<file path="config.mk">
export PLATFORM = sky130hd
export DESIGN_NAME = mem_access_unit
export DESIGN_NICKNAME = d
export VERILOG_FILES = /design/src/rtl/mem_access_pkg.sv /design/src/rtl/mem_align_check.sv /design/src/rtl/mem_access_unit.sv
export SDC_FILE = /design/constraint.sdc
export NUM_CORES = 1
export LEC_CHECK = 0
export BUFFER_PORTS_ARGS = -buffer_cell sky130_fd_sc_hd__buf_2
export CAP_MARGIN = 10
export CORE_MARGIN = 5
export CORE_UTILIZATION = 40
export CTS_BUF_LIST = sky130_fd_sc_hd__clkbuf_8
export CTS_CLUSTER_DIAMETER = 80
export DETAILED_ROUTE_END_ITERATION = 10
export PLACE_DENSITY = 0.69
export SLEW_MARGIN = 20
export SYNTH_ARGS = -nofsm -noshare
export SYNTH_HDL_FRONTEND = slang
export SYNTH_SLANG_ARGS = --single-unit
</file>
<file path="constraint.sdc">
create_clock -name clk -period 4.65 [get_ports clk]
set_clock_uncertainty 0.2 [all_clocks]
set_input_delay 0.465 -clock clk [delete_from_list [all_inputs] [get_ports clk]]
set_output_delay 0.465 -clock clk [all_outputs]
set_load 0.1 [all_outputs]
</file>
<file path="src/rtl/mem_access_pkg.sv">
// mem_access_pkg
//   Shared definitions for the load/store unit: access-size encodings,
//   the unit's FSM state type, and the lane helpers that turn a 32-bit
//   memory word into a load result and merge sub-word store data into
//   a 32-bit word. Data width is fixed at 32 bits.
package mem_access_pkg;

  localparam logic [1:0] SZ_BYTE = 2'b00;
  localparam logic [1:0] SZ_HALF = 2'b01;
  localparam logic [1:0] SZ_WORD = 2'b10;
  localparam logic [1:0] SZ_RSVD = 2'b11;

  typedef enum logic [1:0] {
    IDLE   = 2'd0,
    RMW_WR = 2'd1,
    RESP   = 2'd2
  } state_t;

  // Pick the addressed byte/half out of a little-endian word and extend it.
  function automatic logic [31:0] lane_extract(input logic [31:0] word,
                                               input logic [1:0]  lo,
                                               input logic [1:0]  size,
                                               input logic        sgn);
    logic [7:0]  b;
    logic [15:0] h;
    logic [31:0] r;
    b = word[{lo, 3'b000} +: 8];
    h = lo[1] ? word[31:16] : word[15:0];
    case (size)
      SZ_BYTE: r = {{24{sgn & b[7]}}, b};
      SZ_HALF: r = {{16{sgn & h[15]}}, h};
      default: r = word;
    endcase
    return r;
  endfunction

  // Replace the addressed lane(s) of the old word with right-justified store data.
  function automatic logic [31:0] lane_merge(input logic [31:0] old_word,
                                             input logic [31:0] wdata,
                                             input logic [1:0]  lo,
                                             input logic [1:0]  size);
    logic [31:0] r;
    r = old_word;
    case (size)
      SZ_BYTE: r[{lo, 3'b000} +: 8] = wdata[7:0];
      SZ_HALF: begin
        if (lo[1]) r[31:16] = wdata[15:0];
        else       r[15:0]  = wdata[15:0];
      end
      default: r = wdata;
    endcase
    return r;
  endfunction

endpackage

</file>
<file path="src/rtl/mem_align_check.sv">
// mem_align_check
//   Combinational decode of an access's size and low address bits.
//   Ports:
//     size       in  2  requested access size (SZ_*)
//     addr_lo    in  2  request address bits [1:0]
//     misaligned out 1  half on odd address, word not on a word boundary,
//                       or reserved size
//     eff_size   out 2  size actually performed (reserved maps to word)
//     eff_lo     out 2  lane offset with the low bits cleared to natural
//                       alignment (used when misalignment is not an error)
module mem_align_check
  import mem_access_pkg::*;
(
  input  logic [1:0] size,
  input  logic [1:0] addr_lo,
  output logic       misaligned,
  output logic [1:0] eff_size,
  output logic [1:0] eff_lo
);

  always_comb begin
    misaligned = 1'b0;
    eff_size   = size;
    eff_lo     = addr_lo;
    case (size)
      SZ_HALF: begin
        misaligned = addr_lo[0];
        eff_lo     = {addr_lo[1], 1'b0};
      end
      SZ_WORD: begin
        misaligned = |addr_lo;
        eff_lo     = 2'b00;
      end
      SZ_RSVD: begin
        misaligned = 1'b1;
        eff_size   = SZ_WORD;
        eff_lo     = 2'b00;
      end
      default: ;
    endcase
  end

endmodule

</file>
<file path="src/rtl/mem_access_unit.sv">
// mem_access_unit
//   Load/store unit between the EX/MEM pipeline register and a word-wide
//   data memory with combinational read. Loads and word stores take one
//   cycle to respond; byte/half stores do a read-modify-write and take two.
//   Misaligned or reserved-size accesses never touch memory when
//   ERR_ON_MISALIGN=1; with 0 the address is force-aligned instead.
//   Optional: define MEM_ACCESS_STATS_EN to add saturating access counters.
//   Ports:
//     clk, reset_n                      clock, async active-low reset
//     req_valid/req_ready               request handshake (ready only in IDLE)
//     req_write/size/signed/addr/wdata  request fields
//     resp_valid/resp_rdata/resp_err    one-cycle response
//     stall                             pipeline hold while busy
//     mem_read_en/write_en/addr/write_data/read_data   data memory port
//     stat_loads/stat_stores/stat_errs  (MEM_ACCESS_STATS_EN only)
module mem_access_unit
  import mem_access_pkg::*;
#(
  parameter int ADDR_W          = 32,
  parameter int DATA_W          = 32,
  parameter int ERR_ON_MISALIGN = 1
) (
  input  logic              clk,
  input  logic              reset_n,
  input  logic              req_valid,
  output logic              req_ready,
  input  logic              req_write,
  input  logic [1:0]        req_size,
  input  logic              req_signed,
  input  logic [ADDR_W-1:0] req_addr,
  input  logic [DATA_W-1:0] req_wdata,
  output logic              resp_valid,
  output logic [DATA_W-1:0] resp_rdata,
  output logic              resp_err,
  output logic              stall,
  output logic              mem_read_en,
  output logic              mem_write_en,
  output logic [ADDR_W-1:0] mem_addr,
  output logic [DATA_W-1:0] mem_write_data,
  input  logic [DATA_W-1:0] mem_read_data
`ifdef MEM_ACCESS_STATS_EN
  ,
  output logic [15:0]       stat_loads,
  output logic [15:0]       stat_stores,
  output logic [15:0]       stat_errs
`endif
);

  state_t            state_reg, state_next;
  logic [ADDR_W-1:0] addr_reg;
  logic [DATA_W-1:0] merged_reg;
  logic [DATA_W-1:0] rdata_reg;
  logic              err_reg;

  logic       misaligned;
  logic [1:0] eff_size;
  logic [1:0] eff_lo;
  logic       req_err;
  logic       req_rmw;
  logic       handshake;
  logic       rd_en, wr_en;

  mem_align_check u_align (
    .size       (req_size),
    .addr_lo    (req_addr[1:0]),
    .misaligned (misaligned),
    .eff_size   (eff_size),
    .eff_lo     (eff_lo)
  );

  assign req_err   = (ERR_ON_MISALIGN != 0) && misaligned;
  assign req_rmw   = req_write && !req_err && (eff_size != SZ_WORD);
  assign req_ready = (state_reg == IDLE);
  assign handshake = req_valid && req_ready;

  always_comb begin
    state_next     = state_reg;
    rd_en          = 1'b0;
    wr_en          = 1'b0;
    mem_addr       = {req_addr[ADDR_W-1:2], 2'b00};
    mem_write_data = req_wdata;
    case (state_reg)
      IDLE: begin
        if (req_valid) begin
          // Sub-word stores read the old word now and write it back next cycle.
          if (!req_err) begin
            if (!req_write || req_rmw) rd_en = 1'b1;
            else                       wr_en = 1'b1;
          end
          state_next = req_rmw ? RMW_WR : RESP;
        end
      end
      RMW_WR: begin
        wr_en          = 1'b1;
        mem_addr       = addr_reg;
        mem_write_data = merged_reg;
        state_next     = RESP;
      end
      RESP:    state_next = IDLE;
      default: state_next = IDLE;
    endcase
  end

  // Gating with reset_n keeps an interrupted read-modify-write from writing.
  assign mem_read_en  = rd_en && reset_n;
  assign mem_write_en = wr_en && reset_n;
  assign stall        = reset_n && ((req_valid && req_rmw) || (state_reg != IDLE));
  assign resp_valid   = (state_reg == RESP);
  assign resp_rdata   = rdata_reg;
  assign resp_err     = err_reg;

  always_ff @(posedge clk or negedge reset_n) begin
    if (!reset_n) begin
      state_reg  <= IDLE;
      addr_reg   <= '0;
      merged_reg <= '0;
      rdata_reg  <= '0;
      err_reg    <= 1'b0;
    end else begin
      state_reg <= state_next;
      if (handshake) begin
        addr_reg   <= {req_addr[ADDR_W-1:2], 2'b00};
        err_reg    <= req_err;
        merged_reg <= lane_merge(mem_read_data, req_wdata, eff_lo, eff_size);
        rdata_reg  <= (!req_write && !req_err)
                      ? lane_extract(mem_read_data, eff_lo, eff_size, req_signed)
                      : '0;
      end
    end
  end

`ifdef MEM_ACCESS_STATS_EN
  logic write_reg;

  always_ff @(posedge clk or negedge reset_n) begin
    if (!reset_n) begin
      write_reg   <= 1'b0;
      stat_loads  <= '0;
      stat_stores <= '0;
      stat_errs   <= '0;
    end else begin
      if (handshake) write_reg <= req_write;
      if (state_reg == RESP) begin
        if (err_reg) begin
          if (stat_errs != 16'hFFFF) stat_errs <= stat_errs + 16'd1;
        end else if (write_reg) begin
          if (stat_stores != 16'hFFFF) stat_stores <= stat_stores + 16'd1;
        end else begin
          if (stat_loads != 16'hFFFF) stat_loads <= stat_loads + 16'd1;
        end
      end
    end
  end
`endif

endmodule

</file>
==> impl_metrics.csv <==
group,metric,value,unit
routing,drt-total-wl,20060,um
routing,drt_iter0_drc,511,
floorplanning,num_rows,44,
yosys,ys_types,45,
timing,period_needed,3.190,ns
global_route,use_met1,0.3161,
yosys,yosysWarnings,0,
yosys,synth_most_common_cell,"nand2_1",
clocking,h-tree-depth,3,
placed_design,place_inst,985,
yosys,avgSynthCellArea,9.236,sq um
floorplanning,core_area,14590,sq um
yosys,synth_top_cell_area_share,0.4075,
yosys,synth-xor-area-share,0,
routing,drtPass1Iterations,5,
yosys,synth_ff_type,"dfrtp_1",
routing,vias,5742,
power,internal_power,1.539,mW
worst_setup_path,end_kind,"primary output",
timing,hold_viol_final,0,
yosys,synth_area,5957,sq um
timing,drv_slew,0,
yosys,synthArstFlopShare,1.000,
worst_setup_path,reg2reg_depth,4,
timing,setup_viol,0,
power,switching_share,0.4334,
cells_and_area,syn2layout_area_growth,22.89,%
global_route,grt_pass1_vias,5542,
yosys,synth_edf_count,0,
yosys,synth_top_family_by_area,"compound AO/OA/AOI/OAI gates",
worst_hold_path,hold_class,"input pin to flop",
timing,period_share,0.6860,
timing,max_slew_margin,0.2852,
worst_setup_path,worst-endpoint-required,3.98,ns
worst_hold_path,holdPathStages,3,
outcome,outcome,"completed",
worst_setup_path,reg2reg_slack,2.19,ns
global_route,grt_start_max_net_pins,106,
yosys,yosys.area_share.simple,0.1706,
worst_setup_path,worstSetupPathType,"flop to primary output",
power,ir_drop,0.1811,mV
global_route,grt-busiest-layer,"met2",
yosys,yosys.area.top_type,"dfrtp_1",
global_route,overflow,0,
routing,wl_per_cell,20.00,um
clocking,ctsResizeCount,0,
cells_and_area,layout-drive-gt1-share,0.3765,
run,maxCapViolCount,0,
floorplanning,start_util,0.4083,
clocking,path_clk_slew,0.10,ns
worst_setup_path,path_delay_family,"simple AND/OR/NAND/NOR gates",
power,power_frac_clock,0.237,
power,p_comb_frac,0.382,
yosys,synthTopCellsByCount,"nand2_1 (134), dfrtp_1 (97), nor2_1 (72)",
global_route,grt_usage,0.2256,
global_route,grt_pass1_wl,31650,um
clocking,hold_buffers,1,
yosys,synth_fa_ha_area_frac,0.01050,
clocking,tritoncts,"built",
yosys,synth_cells,645,
clocking,clock-sinks,97,
routing,final_antenna_net_count,0,
clocking,clockRootBuffer,"clkbuf_8",
yosys,ys_ff_latch,97,
worst_setup_path,worst_ep_arrival_time,2.52,ns
worst_setup_path,cp_max_fo,38,
timing,rsz0062_at_grt,"no",
yosys,ys_seq_area_frac,0.4075,
power,p_sw,1.177,mW
floorplanning,die-width,132.0,um
global_route,use_met2,0.3383,
yosys,synth.area.mux_share,0.1649,
worst_setup_path,worst-path-stages,4,
clocking,cts_buffers,9,
floorplanning,dieHeight,132.0,um
worst_setup_path,max_stage_delay,0.68,ns
global_route,antenna_found_initial,2,
yosys,synth.area.top_cells,"dfrtp_1 (41%), mux2_2 (13%), nand2_1 (8.4%), nor2_1 (4.5%), a221o_1 (4.0%)",
yosys,synth_compound_area_frac,0.1983,
power,cellPowerDensity,370.9,nW/um^2
placed_design,gp_congestion,0.8717,
clocking,post-cts-setup-buffers,0,
worst_setup_path,crit_buf_inv,2,
worst_setup_path,cp_slowest_cell,"nor2b_4",
worst_setup_path,worstPathCellList,"nor2b_4 -> buf_12 -> mux2_2 -> buf_2",
placed_design,port_buffers,202,
placed_design,dp_hpwl,14490,um
cells_and_area,layout.cells.non_filler,1003,
worst_setup_path,critPathLaunchType,"flop",
timing,setup_tns,0,ns
routing,drc,0,
routing,routed_via_density,5.725,
cells_and_area,nNetsFinal,921,
floorplanning,boundaryPins,205,
power,leakagePower,3.627,nW
power,pwr-share-seq,0.381,
timing,max_freq,313.5,MHz
floorplanning,dieArea,17430,sq um
clocking,clk_latency,0.37,ns
clocking,clk_path_buf_depth,2,
global_route,met3_usage,0.04885,
timing,tightest_slew,1.072,ns
[final timing paths]
| path | start | endpoint |
|---|---|---|
| max | state_reg[0]$_DFFE_PN0P_ | mem_write_data[9] |
| max reg2reg | state_reg[1]$_DFFE_PN0P_ | resp_rdata[4]$_DFFE_PN0P_ |
| max in group asynchronous | reset_n | addr_reg[4]$_DFFE_PN0P_ |
| min | req_addr[6] | addr_reg[6]$_DFFE_PN0P_ |
| min reg2reg | addr_reg[8]$_DFFE_PN0P_ | addr_reg[8]$_DFFE_PN0P_ |
| min in group asynchronous | reset_n | merged_reg[15]$_DFFE_PN0P_ |
[cells by family after synthesis]
kind of cell | Yosys count
simple gates | 235
mux | 88
fa+ha+maj | 5
compound gates | 149
flops | 97
buf+inv | 70
other cells | 1
[metal layers]
metal	vias to the layer above	wire length, um
li1	2671	-
met1	2776	8755
met2	247	9140
met3	46	1466
met4	2	679
met5	-	13
[power by group through the flow]
stage	clock network [mW]	logic [mW]	registers (mW)
finish	0.644	1.04	1.03
global route	0.694	1.10	1.05
CTS	0.662	1.04	1.03
detailed placement	0	1.04	1.05
global placement	0	1.03	1.05
floorplan	0	0.641	1.21
[worst reg2reg max path, delay by kind of cell (launching register included)]
family / cells / cell delay, ns
AOI/OAI and AO/OA: 2 / 1.01
and+or+nand+nor: 2 / 0.73
DFF: 1 / 0.46
[cells in the final DEF, fill, tap and decap left out, drive strengths merged, types with 2 or more instances in the layout]
| cell | instances |
|---|---|
| nand2b | 3 |
| and2 | 2 |
| a221oi | 23 |
| a31oi | 4 |
| dfrtp | 97 |
| a211oi | 3 |
| inv | 14 |
| and3 | 6 |
| o31ai | 8 |
| a22oi | 13 |
| mux2 | 71 |
| a21oi | 14 |
| nor4bb | 2 |
| nand3 | 2 |
| nor2b | 5 |
| clkinv | 3 |
| mux2i | 16 |
| nor4b | 2 |
| a21o | 2 |
| conb | 2 |
| clkinvlp | 2 |
| a22o | 19 |
| nor2 | 73 |
| ha | 5 |
| bufinv | 2 |
| buf | 209 |
| nand2 | 134 |
| nor3b | 2 |
| a221o | 24 |
| o22a | 8 |
| o32ai | 8 |
| o21ai | 19 |
| clkbuf | 11 |
[cell type report]
| cell class | count | area [sq um] |
|---|---|---|
| fillers | 1403 | 7268 |
| multi-input cells | 479 | 3282 |
| flip-flops and latches | 97 | 2427 |
| repair buffers | 210 | 1089 |
| well taps | 184 | 230.2 |
| clock buffers | 11 | 151.4 |
| clock inverters | 5 | 78.83 |
| inverters | 16 | 60.06 |
| diodes | 1 | 2.502 |
[through the flow]
step	utilization	hold WS, ns	worst slack (ns)	total power, mW	instance area, sq um
after floorplan	-	-0.03059	0.4566	1.850	5976
after global placement	0.4851	0.2539	1.441	2.077	7077
after detailed placement	0.4851	0.2582	1.380	2.087	7077
after CTS	0.5015	0.06299	1.427	2.735	7317
after global routing	0.5018	0.05743	1.334	2.843	7321
final	0.5018	0.08359	1.460	2.715	7321
(Power assumes the default switching activity.)
